$ cat src/rtl/decode_pipe_stage_if.sv
// Handshake/bus bundle for decode_pipe_stage: upstream valid/ready with
// instruction and PC, downstream valid/ready with decoded fields, flush,
// and the interlock bubble counter.
// Optional feature macro: DECODE_LOADUSE_INTERLOCK_EN (affects the stage only).
interface decode_pipe_stage_if #(
  parameter int OPC_W   = 4,
  parameter int REG_W   = 4,
  parameter int INSTR_W = 16,
  parameter int PC_W    = 8,
  parameter int CNT_W   = 8
);
  logic               i_valid;
  logic               o_ready;
  logic [INSTR_W-1:0] i_instruction;
  logic [PC_W-1:0]    i_pc;
  logic               i_flush;
  logic               o_valid;
  logic               i_ready;
  logic [OPC_W-1:0]   o_opcode;
  logic [REG_W-1:0]   o_srcadd_1;
  logic [REG_W-1:0]   o_srcadd_2;
  logic [REG_W-1:0]   o_destadd;
  logic [PC_W-1:0]    o_pc;
  logic [CNT_W-1:0]   o_bubble_cnt;

  // Environment side: drives instructions and downstream ready.
  modport master (
    output i_valid, i_instruction, i_pc, i_flush, i_ready,
    input  o_ready, o_valid, o_opcode, o_srcadd_1, o_srcadd_2, o_destadd,
           o_pc, o_bubble_cnt
  );

  // Decode stage side.
  modport slave (
    input  i_valid, i_instruction, i_pc, i_flush, i_ready,
    output o_ready, o_valid, o_opcode, o_srcadd_1, o_srcadd_2, o_destadd,
           o_pc, o_bubble_cnt
  );
endinterface

$ cat src/rtl/decode_pipe_stage.sv
// Registered instruction-decode stage with a 2-entry (head + skid) buffer.
// Head drives the decoded fields; skid catches one extra instruction so
// o_ready can come purely from registered state.
// Optional feature macro: DECODE_LOADUSE_INTERLOCK_EN -- inserts one bubble
// when the instruction right after a load reads the load's destination.
module decode_pipe_stage #(
  parameter int              OPC_W    = 4,
  parameter int              REG_W    = 4,
  parameter int              INSTR_W  = 16,
  parameter int              PC_W     = 8,
  parameter logic [OPC_W-1:0] LOAD_OPC = 4'hA,
  parameter int              CNT_W    = 8
) (
  input logic               i_clk,
  input logic               i_rst,
  decode_pipe_stage_if.slave bus
);

  // Field layout must tile the instruction word exactly.
  if ((INSTR_W != OPC_W + 3*REG_W) || ($bits(LOAD_OPC) != OPC_W)) begin : g_bad_cfg
    $error("decode_pipe_stage: INSTR_W must equal OPC_W + 3*REG_W");
  end

  typedef struct packed {
    logic [INSTR_W-1:0] instr;
    logic [PC_W-1:0]    pc;
  } entry_t;

  entry_t           head, skid, in_entry;
  logic             head_valid, skid_valid;
  logic             accept, issue, bubble;
  logic [OPC_W-1:0] opc;
  logic [REG_W-1:0] src1, src2, dest;

  assign in_entry = '{instr: bus.i_instruction, pc: bus.i_pc};

  // Raw field slices of the head entry.
  assign opc  = head.instr[INSTR_W-1 -: OPC_W];
  assign src1 = head.instr[INSTR_W-OPC_W-1 -: REG_W];
  assign src2 = head.instr[INSTR_W-OPC_W-REG_W-1 -: REG_W];
  assign dest = head.instr[REG_W-1:0];

  // Ready depends only on skid occupancy and reset, never on i_ready.
  assign bus.o_ready = !skid_valid && !i_rst;
  assign accept      = bus.i_valid && bus.o_ready;
  assign bus.o_valid = head_valid && !bubble;
  assign issue       = bus.o_valid && bus.i_ready;

  // Fields read as zero whenever the head holds nothing.
  assign bus.o_opcode   = opc  & {OPC_W{head_valid}};
  assign bus.o_srcadd_1 = src1 & {REG_W{head_valid}};
  assign bus.o_srcadd_2 = src2 & {REG_W{head_valid}};
  assign bus.o_destadd  = dest & {REG_W{head_valid}};
  assign bus.o_pc       = head.pc & {PC_W{head_valid}};

`ifdef DECODE_LOADUSE_INTERLOCK_EN
  logic             ld_pending;
  logic [REG_W-1:0] ld_dest;
  logic [CNT_W-1:0] bubble_cnt;

  // One-cycle hazard window after a load issues; register 0 is not special.
  assign bubble = ld_pending && head_valid && ((src1 == ld_dest) || (src2 == ld_dest));
  assign bus.o_bubble_cnt = bubble_cnt;

  // Interlock state: remember the last issued load; count bubbles (flush keeps the count).
  always_ff @(posedge i_clk) begin
    if (i_rst) begin
      ld_pending <= 1'b0;
      ld_dest    <= '0;
      bubble_cnt <= '0;
    end else begin
      if (bubble && (bubble_cnt != {CNT_W{1'b1}}))
        bubble_cnt <= bubble_cnt + 1'b1;
      if (bus.i_flush) begin
        ld_pending <= 1'b0;
      end else begin
        ld_pending <= issue && (opc == LOAD_OPC);
        if (issue) ld_dest <= dest;
      end
    end
  end
`else
  assign bubble           = 1'b0;
  assign bus.o_bubble_cnt = '0;
`endif

  // Head/skid buffer: reset > flush > issue/accept; program order kept by
  // always refilling the head from the skid before taking new input.
  always_ff @(posedge i_clk) begin
    if (i_rst || bus.i_flush) begin
      head_valid <= 1'b0;
      skid_valid <= 1'b0;
      head       <= '0;
      skid       <= '0;
    end else if (issue) begin
      if (skid_valid) begin
        head       <= skid;
        skid_valid <= accept;
        if (accept) skid <= in_entry;
      end else if (accept) begin
        head <= in_entry;
      end else begin
        head_valid <= 1'b0;
      end
    end else if (accept) begin
      if (!head_valid) begin
        head       <= in_entry;
        head_valid <= 1'b1;
      end else begin
        skid       <= in_entry;
        skid_valid <= 1'b1;
      end
    end
  end

endmodule

$ cat src/flat_wrapper.sv
// flat-port wrapper written by rule: the top's interface ports become plain ports
module decode_pipe_stage_flat 
#(
  parameter int              OPC_W    = 4,
  parameter int              REG_W    = 4,
  parameter int              INSTR_W  = 16,
  parameter int              PC_W     = 8,
  parameter logic [OPC_W-1:0] LOAD_OPC = 4'hA,
  parameter int              CNT_W    = 8
)
  (i_clk, i_rst, bus_i_valid, bus_i_instruction, bus_i_pc, bus_i_flush, bus_i_ready, bus_o_ready, bus_o_valid, bus_o_opcode, bus_o_srcadd_1, bus_o_srcadd_2, bus_o_destadd, bus_o_pc, bus_o_bubble_cnt);
  decode_pipe_stage_if #(.OPC_W(OPC_W), .REG_W(REG_W), .INSTR_W(INSTR_W), .PC_W(PC_W), .CNT_W(CNT_W)) bus_i ();
  input logic i_clk;
  input logic i_rst;
  input wire logic [$bits(bus_i.i_valid)-1:0] bus_i_valid;
  input wire logic [$bits(bus_i.i_instruction)-1:0] bus_i_instruction;
  input wire logic [$bits(bus_i.i_pc)-1:0] bus_i_pc;
  input wire logic [$bits(bus_i.i_flush)-1:0] bus_i_flush;
  input wire logic [$bits(bus_i.i_ready)-1:0] bus_i_ready;
  output wire logic [$bits(bus_i.o_ready)-1:0] bus_o_ready;
  output wire logic [$bits(bus_i.o_valid)-1:0] bus_o_valid;
  output wire logic [$bits(bus_i.o_opcode)-1:0] bus_o_opcode;
  output wire logic [$bits(bus_i.o_srcadd_1)-1:0] bus_o_srcadd_1;
  output wire logic [$bits(bus_i.o_srcadd_2)-1:0] bus_o_srcadd_2;
  output wire logic [$bits(bus_i.o_destadd)-1:0] bus_o_destadd;
  output wire logic [$bits(bus_i.o_pc)-1:0] bus_o_pc;
  output wire logic [$bits(bus_i.o_bubble_cnt)-1:0] bus_o_bubble_cnt;
  assign bus_i.i_valid = bus_i_valid;
  assign bus_i.i_instruction = bus_i_instruction;
  assign bus_i.i_pc = bus_i_pc;
  assign bus_i.i_flush = bus_i_flush;
  assign bus_i.i_ready = bus_i_ready;
  assign bus_o_ready = bus_i.o_ready;
  assign bus_o_valid = bus_i.o_valid;
  assign bus_o_opcode = bus_i.o_opcode;
  assign bus_o_srcadd_1 = bus_i.o_srcadd_1;
  assign bus_o_srcadd_2 = bus_i.o_srcadd_2;
  assign bus_o_destadd = bus_i.o_destadd;
  assign bus_o_pc = bus_i.o_pc;
  assign bus_o_bubble_cnt = bus_i.o_bubble_cnt;
  decode_pipe_stage #(.OPC_W(OPC_W), .REG_W(REG_W), .INSTR_W(INSTR_W), .PC_W(PC_W), .LOAD_OPC(LOAD_OPC), .CNT_W(CNT_W)) u_core (.i_clk(i_clk), .i_rst(i_rst), .bus(bus_i));
endmodule
$ cat config.mk
export PLATFORM = sky130hd
export DESIGN_NAME = decode_pipe_stage_flat
export DESIGN_NICKNAME = d
export VERILOG_FILES = /design/src/rtl/decode_pipe_stage_if.sv /design/src/rtl/decode_pipe_stage.sv /design/src/flat_wrapper.sv
export SDC_FILE = /design/constraint.sdc
export NUM_CORES = 1
export LEC_CHECK = 0
export CAP_MARGIN = 20
export CORE_ASPECT_RATIO = 0.7
export CORE_MARGIN = 5
export CORE_UTILIZATION = 43
export CTS_CLUSTER_DIAMETER = 120
export DETAILED_ROUTE_END_ITERATION = 10
export PLACE_DENSITY_LB_ADDON = 0.12
export SYNTH_ARGS = -nofsm -noshare
export SYNTH_HDL_FRONTEND = slang
export SYNTH_SLANG_ARGS = --single-unit
$ cat constraint.sdc
create_clock -name i_clk -period 1.1 [get_ports i_clk]
set_input_delay 0.11 -clock i_clk [delete_from_list [all_inputs] [get_ports i_clk]]
set_output_delay 0.11 -clock i_clk [all_outputs]
set_load 0.005 [all_outputs]
======== Word-level counts from Yosys, hierarchy flattened ========
Cells that the tools add are included.
storage, ports and cells
  input bits .............................. 29
  word-level logic and storage cells ...... 46
  flip-flop bits (word level) ............. 50
  output and inout port bits .............. 34
cells by class
  reductions and logical operators ........ 13
  bitwise operators ....................... 5
  mux-type cells .......................... 17
  equality and inequality tests ........... 5
operators by type and width
  cell                                                   count
  2-to-1 mux 24 bit                                      9
  bitwise AND 4 bit                                      4
  bitwise AND 8 bit                                      1
  2-to-1 mux 1 bit                                       8
  inequality test 2 bit, second input constant           4
  AND reduction 3 bit                                    2
  nonzero test 2 bit                                     3
  AND reduction 4 bit                                    1
  logical AND 1 bit                                      3
  zero test 1 bit                                        2
  inequality test 2 x 1 -> 1 bit, second input constant  1
  AND reduction 2 bit                                    1
  logical OR 1 bit                                       1

======== Depth between registers and ports, before layout ========
Gate-level depths: netlist (run 1).
  depth in word-level cells ............... 6
  mapped depth ............................ 6
  mapped depth without buffers ............ 4

======== Worst setup path before layout (run 1) ========
Ideal clock, no wire load.
  path type ............................... reg-to-reg
  from .................................... reg u_core.head_valid, in the netlist u_core.bus.o_valid
  to ...................................... reg u_core.skid[10] (netlist name)
  data arrival time ....................... 1.111 ns
  library setup time ...................... 0.066 ns
  stages on the path, launching flop included .. 7
  buffers on the path ..................... 3
  slack ................................... -0.078 ns
  required time ........................... 1.034 ns
  clock period less this slack ............ 1.178 ns
  cells stage by stage .................... dfxtp_1 clkbuf_2 and4_1 buf_6 buf_8 nand2_1 a21oi_2
on the way
  longest elaborated chain between the ends .. 3
  elaborated cells between the ends (all ways) .. 6
  classes of those cells .................. eq/ne (1); mux (1); reduce/logical (4)
RTL lines
  what                                                                                          RTL line                  RTL
  start: declaration                                                                            decode_pipe_stage.sv:30   logic head_valid, skid_valid;
  start signal: assignment                                                                      decode_pipe_stage.sv:91   head_valid <= 1'b0;
  start signal: assignment                                                                      decode_pipe_stage.sv:103  head_valid <= 1'b0;
  start signal: assignment                                                                      decode_pipe_stage.sv:108  head_valid <= 1'b1;
  logical AND 1 bit                                                                             decode_pipe_stage.sv:47   assign issue = bus.o_valid && bus.i_ready;
  inequality test 2 x 1 -> 1 bit (no source line) / nonzero test 2 bit (equally long branches)  -
  AND reduction 4 bit (no source line)                                                          -
  end signal: assignment                                                                        decode_pipe_stage.sv:99   if (accept) skid <= in_entry;
  end signal: assignment                                                                        decode_pipe_stage.sv:110  skid <= in_entry;
  end: declaration                                                                              decode_pipe_stage.sv:29   entry_t head, skid, in_entry;
Parallel ways exist; a longest one is shown, timed or not.
A chain may end at the register's enable or synchronous reset.

======== Worst setup path after layout (run 1) ========
  from .................................... reg u_core.head_valid, in the netlist u_core.bus.o_valid
  to ...................................... reg u_core.head (netlist bit u_core.dest[3])
on the way
  longest elaborated chain between the ends .. 3
  elaborated cells between the ends (all ways) .. 5
  classes of those cells .................. eq/ne (1); mux (1); reduce/logical (3)
RTL lines
  what                                                                                 RTL line                  RTL
  logical AND 1 bit                                                                    decode_pipe_stage.sv:47
  inequality test 2 bit (no source line) / nonzero test 2 bit (equally long branches)  -
  AND reduction 3 bit (no source line)                                                 -
  end signal: assignment                                                               decode_pipe_stage.sv:97   head <= skid;
  end signal: assignment                                                               decode_pipe_stage.sv:101  head <= in_entry;
  end signal: assignment                                                               decode_pipe_stage.sv:107  head <= in_entry;
  end: declaration                                                                     decode_pipe_stage.sv:29
Parallel ways exist; a longest one is shown, timed or not.

==> run_results.csv, run 1 <==
group,metric,value,unit
drt,wire_per_inst,17.2,um
finish,drive_gt1_share,51.7,%
sta,final.min_clock_period,1.43,ns
sta,hold_ws,0.398,ns
synthesis,async_reset_ff_share,0,%
drt,routed_wl,7660,um
power_and_ir_drop,p_leak,1.60,nW
floorplan,coreArea,5200,um2
drt,drtAntennaViolNets,0,
synthesis,avgSynthCellArea,7.87,um2
global_route,antenna_found_initial,0,
floorplan,pin_count,63,
synthesis,synth_top_area_share,43.7,%
synthesis,synth_edf_count,0,
outcome,outcome,"finished, violations left",
setup_path,critical_path_arrival,1.61,ns
drt,vias,2322,
outcome,violations,"negative setup slack",
finish,area_growth,71.5,%
sta,fin_skew,0.00722,ns
floorplan,die_w,97.2,um
global_route,grt_pass1_wl,11000,um
cts,ctsLongestPathBuffers,2,
setup_path,crit_fanout,14,
cts,htreeDepth,2,
setup_path,startpoint,"u_core.bus.o_valid$_SDFFE_PP0P_",
global_route,track_usage,19.3,%
finish,nets,401,
cts,clock_sinks,50,
setup_path,rrSetupSlack,-0.33,ns
drt,wl_met1,3440,um
synthesis,ys_top_cells_by_count,"nand2_1 (97), dfxtp_1 (50), and2_1 (25), o21ai_0 (25), a31oi_1 (24)",
floorplan,rows,22,
sta,fin_crit_sh,130,%
floorplan,die_area,6910,um2
setup_path,rr_worst_depth,6,
job,cap_violations,0,
floorplan,die_h,71.1,um
sta,rsz0062_at_grt,"yes",
cts,cts_root_buffer,"clkbuf_8",
sta,setup_violations,73,
drt,drt-initial-drc-count,144,
sta,setup_ws,-0.329,ns
setup_path,crit_path_max_incr_delay,0.38,ns
setup_path,crit_type,"flip-flop to flip-flop",
finish,antennaDiodeCount,0,
synthesis,synth_top_cell_by_area,"dfxtp_1",
power_and_ir_drop,ir_drop,0.658,mV
setup_path,crit_path_end_kind,"flip-flop",
global_route,grt_pass1_vias,2223,
cts,clk_pin_slew,0.08,ns
place,gp_congestion,0.769,
drt,detail_route.first_pass.iterations,4,
global_route,grt.overflow.total,0,
setup_path,worstPathCellList,"buf_6, and2_4, o22a_4, buf_12, o21ai_2, a31oi_1",
global_route,grt_max_degree,29,
drt,highest_layer,"met4",
synthesis,syn_area,2290,um2
drt,drc,0,
setup_path,startpoint_type,"flip-flop",
floorplan,start_util,44.0,%
drt,met3_length,585,um
setup_path,cp.required,1.28,ns
place,io_buffers,54,
synthesis,ys_seq_area_share,43.7,%
synthesis,synthTopCellsByArea,"dfxtp_1 (44%), nand2_1 (16%), and2_1 (6.8%)",
synthesis,synth-seq-cells,50,
sta,fmax,0.700,GHz
synthesis,synth.most_common_cell,"nand2_1",
cts,cts_made_buffers,5,
place,hpwlAfterDp,4050,um
cts,cts_tree,"done",
synthesis,synth_cells,291,
drt,met2_length,3580,um
synthesis,synthFlopType,"dfxtp_1",
sta,maxSlewViolCount,0,
cts,clk_latency,0.30,ns
sta,setup-tns-final,-16.47,ns
hold_path,hp-class,"primary input to flip-flop",
setup_path,rr_startpoint,"u_core.bus.o_valid$_SDFFE_PP0P_",
cts,cts_hold_buffers,0,
synthesis,yosysWarningCount,0,
drt,routed_via_density,5.22,
synthesis,yosysUniqueCellTypes,26,
power_and_ir_drop,p_per_area,956,nW/um2
setup_path,worst_r2r_endpoint,"u_core.dest[3]$_SDFFE_PP0P_",
setup_path,worstSetupEndpoint,"u_core.dest[3]$_SDFFE_PP0P_",
place,post_dp_cell_area,3020,um2
setup_path,slowest_stage,"dfxtp_4",
finish,stdcell_area,3930,um2
sta,finalHoldViolations,0,
## sequential cells by signal (all words and copies together), names as in the netlist
register            cells
u_core.skid            24
u_core.head            20
u_core.dest             4
u_core.bus.o_valid      1
u_core.skid_valid       1
## cells in the final DEF (no fill, tap or decap), drive strengths merged, types with 3 or more instances in the layout
cell type / count
and2: 25
conb: 8
clkbuf: 10
a21oi: 26
clkdlybuf4s50: 27
a31oi: 24
nand2: 97
nor2: 3
o21ai: 25
dfxtp: 50
buf: 67
## per-stage QoR
stage | worst slack [ns] | instances | power [mW] | util, %
after detailed placement | -0.507 | 419 | 2.30 | 58.0
after floorplan | -0.0362 | 298 | 2.09 | -
after global routing | -0.361 | 445 | 3.88 | 75.5
after CTS | -0.253 | 441 | 3.64 | 65.7
after global placement | -0.465 | 419 | 2.30 | 58.0
final | -0.329 | 445 | 3.75 | 75.5
## final cells by class
type | count | area, um2
inverter | 1 | 3.75
multi-input combinational | 216 | 1580
clock buffer | 7 | 76.3
sequential | 50 | 1010
fill | 363 | 1270
timing repair buffer | 98 | 1140
tap | 72 | 90.1
clock inverter | 1 | 30.0
## logic make-up after synthesis
kind of cell | after synthesis | synth area share, %
simple gates | 132 | 25.3
compound gates | 76 | 20.9
flops | 50 | 43.7
buf+inv | 32 | 9.94
other cells | 1 | 0.164
## worst max-delay path: cells and delay by family, from the launching register on
kind / cells / cell delay [ns]
AO/OA/AOI/OAI: 3 / 0.50
flip-flops: 1 / 0.38
buffers and inverters: 2 / 0.30
AND/OR/NAND/NOR: 1 / 0.13
## how the worst min path moves through the flow
stage | start | to | slack, ns | depth (start not counted)
2_1_floorplan | i_rst | bus_o_ready | 0.24 | 1
3_3_place_gp | u_core.skid[15]$_SDFFE_PP0P_ | u_core.skid[15]$_SDFFE_PP0P_ | 0.44 | 2
3_5_place_dp | u_core.skid[0]$_SDFFE_PP0P_ | u_core.skid[0]$_SDFFE_PP0P_ | 0.45 | 2
4_1_cts | bus_i_instruction[14] | u_core.skid[22]$_SDFFE_PP0P_ | 0.39 | 3
5_1_grt | bus_i_pc[4] | u_core.skid[4]$_SDFFE_PP0P_ | 0.40 | 3
6_report | bus_i_instruction[12] | u_core.skid[20]$_SDFFE_PP0P_ | 0.40 | 3
## routing by layer
| metal | up-vias | GRT usage, % |
|---|---|---|
| met3 | 7 | 4.73 |
| li1 | 1115 | - |
| met4 | 0 | 5.07 |
| met5 | - | 0 |
| met2 | 91 | 29.6 |
| met1 | 1109 | 27.4 |
## where the power goes
part | internal [mW] | switching [mW]
clock network | 0.681 | 0.596
registers | 1.84 | 0.0329
logic | 0.307 | 0.294
total | 2.83 | 0.923
## repair_timing
| action | CTS | global route |
|---|---|---|
| setup buffers | 11 | 1 |
| resized for setup | 195 | 105 |
| endpoints found under the setup margin | 76 | 74 |
| pin swaps | 7 | 27 |
| cloned | 4 | 5 |
No activity file was read; power rests on OpenSTA's default activity.
==> inputs of run 2 (changes only) <==
CORE_UTILIZATION = 48   (was 43)
clock period = 1.5 ns   (was 1.1 ns; I/O delays follow)
==> run 2 against run 1 <==
Effect of this change:
- the run now ends clean
- hold slack improved by 0.032 ns
- critical endpoint is now bus_o_srcadd_2[0]
- setup slack improved by 0.40 ns
- cell count fell by 7.4%
- sequential share of layout area rose by 7.2 points
- combinational power fell by 51%
- clock-buffer cell count did not move
- register-to-register slack improved by 0.44 ns
- sequential power fell by 27%
- first-iteration DRC count fell by 6.9%
- utilization fell by 10 points
- clock power fell by 43%
==> run_results.csv, run 2 (synthesized netlist as in run 1, its figures left out) <==
group,metric,value,unit
floorplan,die_area,6280,um2
cts,clk_pin_slew,0.09,ns
power_and_ir_drop,p_sw,559,uW
global_route,track_usage,19.0,%
sta,fin_crit_sh,95.3,%
drt,vias,2111,
setup_path,rr_worst_depth,6,
setup_path,crit_path_max_incr_delay,0.38,ns
floorplan,die_h,67.8,um
power_and_ir_drop,cell_internal_pwr,1.83,mW
drt,wire_per_inst,14.2,um
finish,antennaDiodeCount,0,
power_and_ir_drop,p_comb_share,12.4,%
global_route,grt_max_degree,25,
setup_path,critical_path_arrival,1.28,ns
setup_path,crit_path_end_kind,"output pin",
setup_path,cp.required,1.35,ns
sta,rsz0062_at_grt,"no",
power_and_ir_drop,swShare,23.4,%
cts,clk_latency,0.30,ns
place,post_dp_cell_area,2890,um2
finish,stdcell_area,3060,um2
floorplan,rows,21,
drt,drtAntennaViolNets,0,
cts,cts_made_buffers,5,
global_route,gr-max-usage-layer,"met2",
finish,final_common_cell,"nand2_1",
global_route,grt_pass1_wl,9260,um
finish,regMostFlops,"u_core.skid",
global_route,met3_usage,5.46,%
setup_path,slowest_stage,"dfxtp_4",
job,cap_violations,0,
global_route,antenna_found_initial,0,
power_and_ir_drop,p_leak,1.26,nW
cts,htreeDepth,2,
drt,detail_route.first_pass.iterations,4,
setup_path,worstPathCellList,"buf_6, buf_4, and2_1, clkdlybuf4s15_1",
cts,cts_tree,"done",
sta,maxSlewViolCount,0,
hold_path,holdCritStartpoint,"bus_i_instruction[7]",
hold_path,min_delay_worst_endpoint,"u_core.skid[15]$_SDFFE_PP0P_",
drt,drt-initial-drc-count,134,
drt,routed_wl,5860,um
global_route,met2_usage,28.5,%
cts,cts_root_buffer,"clkbuf_8",
cts,clock_sinks,50,
finish,final_cell_mix,"nand2_1 (97), dfxtp_1 (48), clkdlybuf4s50_1 (28)",
finish,nets,384,
sta,finalHoldViolations,0,
sta,final.min_clock_period,1.43,ns
drt,drc,0,
floorplan,die_w,92.6,um
floorplan,pin_count,63,
global_route,grt.overflow.total,0,
place,gp_congestion,0.828,
setup_path,crit_type,"flip-flop to output pin",
cts,ctsLongestPathBuffers,2,
place,io_buffers,54,
power_and_ir_drop,ir_drop,0.494,mV
finish,utilization,65.1,%
sta,setup_violations,0,
setup_path,worst_r2r_endpoint,"u_core.dest[0]$_SDFFE_PP0P_",
power_and_ir_drop,pwr-share-seq,57.1,%
hold_path,hold_path_depth,3,
setup_path,rr_startpoint,"u_core.bus.o_valid$_SDFFE_PP0P_",
setup_path,crit_fanout,5,
power_and_ir_drop,clkPwrFrac,30.5,%
sta,fmax,0.700,GHz
outcome,outcome,"complete, no violations",
global_route,grt_pass1_vias,1845,
global_route,met1_usage,26.7,%
setup_path,startpoint_type,"flip-flop",
place,hpwlAfterDp,3750,um
hold_path,hp-class,"primary input to flip-flop",
floorplan,coreArea,4700,um2
floorplan,start_util,48.7,%
drt,routed_via_density,5.12,
finish,area_growth,33.7,%
finish,largest_reg_flops,24,
finish,drive_gt1_share,16.1,%
setup_path,rrSetupSlack,0.11,ns
sta,fin_skew,0.00908,ns
power_and_ir_drop,p_per_area,781,nW/um2
-- run 2: per-layer routing --
layer,vias up,part of all wire (%)
met5,-,0
met1,974,50
li1,1073,-
met2,58,42
met4,0,0.46
met3,6,6.7
-- run 2: worst max path at each step --
stage / from / endpoint / slack (ns) / depth (start not counted)
floorplan: u_core.bus.o_valid$_SDFFE_PP0P_ / u_core.skid[10]$_SDFFE_PP0P_ / 0.32 / 6
global placement: i_rst / u_core.skid[14]$_SDFFE_PP0P_ / -0.05 / 7
detailed placement: i_rst / u_core.skid[5]$_SDFFE_PP0P_ / -0.07 / 7
CTS: u_core.bus.o_valid$_SDFFE_PP0P_ / bus_o_srcadd_2[1] / -0.08 / 3
global route: u_core.bus.o_valid$_SDFFE_PP0P_ / u_core.dest[1]$_SDFFE_PP0P_ / 0.008 / 6
finish: u_core.bus.o_valid$_SDFFE_PP0P_ / bus_o_srcadd_2[0] / 0.07 / 4
-- run 2: area by class of cell --
type / instances / area, um2
inverters: 1 / 3.75
flip-flops and latches: 50 / 1010
clock buffers: 7 / 76.3
multi-input cells: 216 / 1110
well taps: 57 / 71.3
repair buffers: 81 / 800
fillers: 428 / 1640
-- run 2: per-stage QoR --
step,hold slack [ns],worst slack (ns),total power [mW],setup TNS [ns],std cells
after CTS,0.424,-0.0773,2.39,-0.0773,410
final,0.430,0.0706,2.39,0,412
after floorplan,0.286,0.322,1.53,0,298
after global routing,0.431,0.00786,2.51,0,412
after detailed placement,0.447,-0.0717,1.66,-1.97,398
after global placement,0.442,-0.0505,1.66,-1.74,398
-- run 2: power by group through the flow --
stage          registers (mW)  clock network [mW]  logic (mW)
2_1_floorplan            1.39                   0       0.135
3_3_place_gp             1.40                   0       0.259
3_5_place_dp             1.40                   0       0.262
4_1_cts                  1.37               0.753       0.272
5_1_grt                  1.37               0.810       0.325
6_report                 1.37               0.730       0.297
-- run 2: critical path, delay by kind of cell, from the launching register on --
kind	cells	cell delay [ns]
flops	1	0.38
simple gates	1	0.14
buf+inv	3	0.46
-- run 2: what timing repair did --
action | CTS | global route
pin swaps | 1 | 1
hold buffers | 0 | 0
cloned | 1 | 2
endpoints found under the setup margin | 26 | 37
resized for setup | 32 | 18
setup buffers | 4 | 1
